<file path="src/rtl/mem_req_queue.sv">
// mem_req_queue: 8-entry (2^DEPTH_LOG2) first-word-fall-through request queue.
// Each accepted request is tagged with a transaction ID taken from a free-running
// counter that advances only on accepted pushes.
//
// Ports:
//   clk, reset      clock; asynchronous active-low reset
//   req_valid/ready request handshake (ready = !full, from registered state)
//   req_rw/addr/data request payload
//   rd_en           downstream pop of the head entry
//   data_out        head entry {tid, rw, addr, data}; zero while empty
//   empty/full/count occupancy status
//   next_tid        ID the next accepted request receives
//   err_underflow   sticky: pop attempted while empty
module mem_req_queue #(
  parameter int DATA_WIDTH    = 32,
  parameter int ADDR_WIDTH    = 31,
  parameter int TID_WIDTH     = 16,
  parameter int DEPTH_LOG2    = 3,
  parameter int DP_DATA_WIDTH = TID_WIDTH + 1 + ADDR_WIDTH + DATA_WIDTH
) (
  input  logic                     clk,
  input  logic                     reset,
  input  logic                     req_valid,
  output logic                     req_ready,
  input  logic                     req_rw,
  input  logic [ADDR_WIDTH-1:0]    req_addr,
  input  logic [DATA_WIDTH-1:0]    req_data,
  input  logic                     rd_en,
  output logic [DP_DATA_WIDTH-1:0] data_out,
  output logic                     empty,
  output logic                     full,
  output logic [DEPTH_LOG2:0]      count,
  output logic [TID_WIDTH-1:0]     next_tid,
  output logic                     err_underflow
);

  localparam int DEPTH = 2 ** DEPTH_LOG2;
  localparam logic [DEPTH_LOG2:0] FULL_CNT = {1'b1, {DEPTH_LOG2{1'b0}}};

  logic [DP_DATA_WIDTH-1:0] mem_q [DEPTH];
  logic [DEPTH_LOG2-1:0]    wr_ptr_q, wr_ptr_d;
  logic [DEPTH_LOG2-1:0]    rd_ptr_q, rd_ptr_d;
  logic [DEPTH_LOG2:0]      count_q,  count_d;
  logic [TID_WIDTH-1:0]     tid_q,    tid_d;
  logic                     err_q,    err_d;
  logic                     push, pop;

  // Status comes only from registered count, so no path from rd_en/req_valid.
  assign empty     = (count_q == '0);
  assign full      = (count_q == FULL_CNT);
  assign req_ready = !full;
  assign count     = count_q;
  assign next_tid  = tid_q;
  assign err_underflow = err_q;

  // Head is masked while empty: stale storage (e.g. after a mid-run reset)
  // never leaks out, and an empty-queue push never bypasses to the output.
  assign data_out = empty ? '0 : mem_q[rd_ptr_q];

  always_comb begin
    push     = req_valid && req_ready;
    pop      = rd_en && !empty;
    wr_ptr_d = wr_ptr_q;
    rd_ptr_d = rd_ptr_q;
    count_d  = count_q;
    tid_d    = tid_q;
    err_d    = err_q | (rd_en && empty);
    if (push) begin
      wr_ptr_d = wr_ptr_q + 1'b1;
      tid_d    = tid_q + 1'b1;   // wraps naturally at 2^TID_WIDTH
    end
    if (pop) rd_ptr_d = rd_ptr_q + 1'b1;
    case ({push, pop})
      2'b10:   count_d = count_q + 1'b1;
      2'b01:   count_d = count_q - 1'b1;
      default: count_d = count_q;
    endcase
  end

  always_ff @(posedge clk or negedge reset) begin
    if (!reset) begin
      wr_ptr_q <= '0;
      rd_ptr_q <= '0;
      count_q  <= '0;
      tid_q    <= '0;
      err_q    <= 1'b0;
    end else begin
      wr_ptr_q <= wr_ptr_d;
      rd_ptr_q <= rd_ptr_d;
      count_q  <= count_d;
      tid_q    <= tid_d;
      err_q    <= err_d;
    end
  end

  // Storage is not reset; visibility is governed by count/rd_ptr.
  always_ff @(posedge clk) begin
    if (push) mem_q[wr_ptr_q] <= {tid_q, req_rw, req_addr, req_data};
  end

endmodule

</file>
<file path="config.mk">
export PLATFORM = sky130hd
export DESIGN_NAME = mem_req_queue
export DESIGN_NICKNAME = d
export VERILOG_FILES = /design/src/rtl/mem_req_queue.sv
export SDC_FILE = /design/constraint.sdc
export NUM_CORES = 1
export LEC_CHECK = 0
export ABC_CLOCK_PERIOD_IN_PS = 12110
export BUFFER_PORTS_ARGS = -buffer_cell sky130_fd_sc_hd__buf_2
export CORE_ASPECT_RATIO = 1.1
export CORE_MARGIN = 10
export CORE_UTILIZATION = 55
export CTS_CLUSTER_DIAMETER = 80
export DETAILED_ROUTE_END_ITERATION = 10
export GPL_TIMING_DRIVEN = 0
export PLACE_DENSITY_LB_ADDON = 0.25
export SETUP_SLACK_MARGIN = 0.2
export SYNTH_ARGS = -nofsm -noshare
export SYNTH_HDL_FRONTEND = slang
export SYNTH_SLANG_ARGS = --single-unit
</file>
<file path="constraint.sdc">
create_clock -name clk -period 12.11 [get_ports clk]
set_input_delay 2.422 -clock clk [delete_from_list [all_inputs] [get_ports clk]]
set_output_delay 2.422 -clock clk [all_outputs]
set_load 0.05 [all_outputs]
</file>
* Yosys cells after proc, flatten, opt, wreduce, memory -nomap -nowiden *
Memory sizes are Yosys's and may differ from the RTL's.
Cells that the tools add are included.

storage, ports and cells
  register bits = 27
  output and inout bits = 104
  memory bits (writable) = 640
  memories kept = 1
  input port bits = 68
  word-level logic and storage cells = 26

cells by class
  bitwise logic cells = 1
  equal/unequal tests = 3
  muxes and demuxes = 4
  reduce and logical (&&, ||, !) cells = 7
  add/sub/neg operators = 5

memories
  memory  words  width  rd ports  clocked after Yosys merged registers in  write ports  line  text
  mem_q   8      80     1         0                                        1            40    logic [DP_DATA_WIDTH-1:0] mem_q [DEPTH];

operators by type and width
  operator                                                             count
  80-bit 2-to-1 mux                                                    1
  16-bit by 1-bit adder with 16-bit output (second input constant)     1
  4-bit one-hot mux with 2 select lines                                1
  3-bit by 1-bit adder with 3-bit output (second input constant)       2
  4-bit by 1-bit adder with 4-bit output (second input constant)       1
  4-bit == test (second input constant)                                1
  4-bit zero test                                                      1
  4-bit by 1-bit subtractor with 4-bit output (second input constant)  1
  1-bit logical AND                                                    3
  2-bit by 1-bit == test with 1-bit output (second input constant)     1
  2-bit == test (second input constant)                                1
  1-bit zero test                                                      2
  1-bit 2-to-1 mux                                                     2
  2-bit nonzero test                                                   1
  1-bit bitwise OR                                                     1

* Logic depth before layout (Yosys ltp) *
  depth after elaboration = 5
  mapped depth = 11
  depth with buffers taken out = 10

* Worst setup path before layout *
Ideal clock, no wire load.

  path type = input -> register
  start = input req_valid
  end = memory mem_q[0][0] (netlist bit) (enable)
  stages = 4
  buffers on the path = 1
  arrival time = 10.254 ns
  data required time = 11.395 ns
  setup slack = 1.141 ns
  cell sequence = and2_4 > buf_6 > inv_8 > nor4_1

between the ends
  word-level cells in the longest chain between the ends = 3

ends and longest elaborated chain
  what                                    line  text
  start: declaration                      23    input logic req_valid,
  1-bit logical AND                       61    push = req_valid && req_ready;
  1-bit 2-to-1 mux                        98    if (push) mem_q[wr_ptr_q] <= {tid_q, req_rw, req_addr, req_data};
  1-bit 2-to-1 mux (not written as such)  98
  end: declaration                        40

No other way between the ends.

* Worst setup path after layout *
  start = register count_q[2] (netlist: count[2])
  end = output data_out[20]

between the ends
  word-level cells in the longest chain between the ends = 2

ends and longest elaborated chain
  what                      line  text
  start: declaration        43    logic [DEPTH_LOG2:0] count_q, count_d;
  start signal: assignment  90    count_q <= count_d;
  4-bit zero test           49    assign empty = (count_q == '0);
  80-bit 2-to-1 mux         58    assign data_out = empty ? '0 : mem_q[rd_ptr_q];
  end: declaration          29    output logic [DP_DATA_WIDTH-1:0] data_out,

No other way between the ends.

==> impl_metrics.ini <==
[cts]
cts.path.max_buffers = 3
post-cts-setup-buffers = 0
cts_hold_buffers = 0
clk_latency_ns = 0.62
cts-resized-gates = 0
cts_num_sinks = 667
cts-htree-levels = 2
cts_tree = yes
numCtsBuffers = 61
clkTransAtPathRegs_ns = 0.06
clockRootBuffer = clkbuf_16

[logic_synthesis]
synthArstFlopShare_pct = 4.05
synth_warnings = 0
syn-num-nets = 1207
synth_ff_type = edfxtp_1
avgSynthCellArea_um2 = 22.5
synth.largest_area_cell = edfxtp_1
synth_top_area_share_pct = 75.3
yosys-top-cells-area = edfxtp_1 (75%), mux4_2 (14%), mux2i_1 (3.1%)
synth_edf_count = 640
syn_inst = 1133
ys_types = 34
synth_area_um2 = 25500
ys_seq_area_share_pct = 78.0
synth-seq-cells = 667

[routing]
vias = 12141
drt_iter0_drc = 933
vias_per_cell = 5.89
routed_wl_um = 53700
wl_per_cell_um = 26.0
ant_nets = 0
dr.pass1.iters = 5
drc = 0

[final_layout]
fin_cells = 2063
mostFrequentLayoutCell = edfxtp_1
layout_common_cells = edfxtp_1 (640), buf_2 (191), mux4_2 (160), nor2_1 (83), mux2i_1 (80)
regArea_um2 = 19900
syn2layout_area_growth_pct = 16.9
drive_gt1_share_pct = 35.4
final_nets = 1503
nFillCells = 3017
final_util_pct = 65.2
multi_input_area_um2 = 5390

[timing]
maxSlewHeadroom_pct = 12.0
setup_violations = 0
fin_crit_ns = 5.93
worst_slew_pin_slew_ns = 1.32
hold_viol = 0
slew_viol_final = 0
rsz0062_at_grt = false
fmax_mhz = 169
fin_crit_sh_pct = 49.0
final.setup_skew_ns = 0.0161

[die]
start_util_pct = 55.8
die_h_um = 246
core-area_um2 = 45800
dieWidth_um = 225
die_area_um2 = 55400
core.rowCount = 82
pin_count = 172

[grt]
overflow = 0
grt_pass1_vias = 12812
grt_pass1_wl_um = 80500
antenna_found_initial = 5
grt_max_degree = 28
groute.usage.overall_pct = 19.6

[worst_setup_path]
critPathMaxFanout = 10
cp_data_arrival_time_ns = 3.51
startpoint_type = register
critPathCaptureType = output pin
required_ns = 9.69
critPathKind = reg -> out

[power_and_ir_drop]
peakVddDrop_v = 0.000220
powerDensity_nw_per_um2 = 272
fin_total_pwr_mw = 8.12
p_leak_nw = 10.3

[run]
drv_cap = 0

[status]
status = complete, no violations

[place]
numPortBuffers = 171
dp.cells = 1954
gp_congestion = 0.710
dpl.hpwl_um = 34800

[hold_path]
hp-class = reg -> reg
-- cell usage after synthesis, types with 2 or more instances --
master    number
nand2_1       16
nand2b_1       3
nor4_1         3
ha_1           6
buf_1          8
xnor2_1       14
buf_4          9
nand3_1        4
clkbuf_1      17
mux2_2         2
edfxtp_1     640
a21oi_1        2
nor2_1        86
buf_2         20
mux2i_1       80
nand4_1        5
mux4_2       160
xor2_1        10
dfrtp_1       27
and4_1         2
nor3_1         6
-- where the power goes --
group	switching, mW	leakage [nW]	total (mW)	internal (mW)
Sequential	0.121	6.15	3.04	2.91
Clock	0.784	0.927	1.81	1.02
Combinational	2.19	3.18	3.27	1.08
-- registers in the layout, summed over array words and instances, names as in the netlist --
signal         cells
rd_ptr_q           3
wr_ptr_q           3
next_tid          16
err_underflow      1
count              4
mem_q            640
-- metrics by stage --
step | worst slack, ns | TNS, ns | instance area (um2) | hold WS [ns]
after floorplan | 1.14 | 0 | 25500 | 0.517
after global routing | 6.00 | 0 | 29800 | 0.491
after CTS | 6.07 | 0 | 29800 | 0.458
after detailed placement | 6.75 | 0 | 27900 | 0.444
final | 6.18 | 0 | 29800 | 0.452
after global placement | -6.90 | -1315.06 | 27100 | 0.436
-- critical path, cell delays in order, from the launching register on --
cell and delay, ns:
dfrtp_1 0.46, nor4_1 0.37, clkbuf_1 1.01, clkbuf_1 0.56, nor2_1 0.22, buf_2 0.27
-- path summary, 6_finish.rpt --
kind                                         start                  endpoint  slack [ns]  cells after the start
setup / recovery              count[2]$_DFFE_PN0P_              data_out[20]        6.18                      5
hold / removal             err_underflow$_DFF_PN0_   err_underflow$_DFF_PN0_        0.45                      1
setup reg to reg              count[1]$_DFFE_PN0P_    mem_q[0][34]$_DFFE_PP_        9.19                      9
hold reg to reg            err_underflow$_DFF_PN0_   err_underflow$_DFF_PN0_        0.45                      1
max in group asynchronous                    reset   next_tid[8]$_DFFE_PN0P_        9.82                      1
min in group asynchronous                    reset  next_tid[14]$_DFFE_PN0P_        1.84                      1
-- metal layers --
| layer | up-vias | GRT usage (%) | part of all wire, % |
|---|---|---|---|
| li1 | 5284 | - | - |
| met1 | 6380 | 27.2 | 42 |
| met2 | 397 | 31.3 | 49 |
| met3 | 72 | 4.01 | 7.0 |
| met4 | 8 | 5.49 | 1.8 |
| met5 | - | 0 | 0.058 |
-- logic make-up after synthesis --
group | count (synthesis) | synth area share [%]
xor gates and xnor gates | 24 | 0.824
and+or+nand+nor | 132 | 2.31
buffers and inverters | 57 | 1.13
muxes | 242 | 17.3
AOI/OAI and AO/OA | 5 | 0.137
adders and majority gates | 6 | 0.294
DFF | 667 | 78.0
-- area by class of cell --
type | instances | share of cell area, %
multi-input combinational | 409 | 18.1
clock inverter | 23 | 0.558
sequential | 667 | 66.7
clock buffer | 84 | 5.75
tap | 588 | 2.47
antenna | 2 | 0.0168
timing repair buffer | 233 | 5.50
buffer | 55 | 0.914
inverter | 2 | 0.0503
No activity file was read; power rests on OpenSTA's default activity.
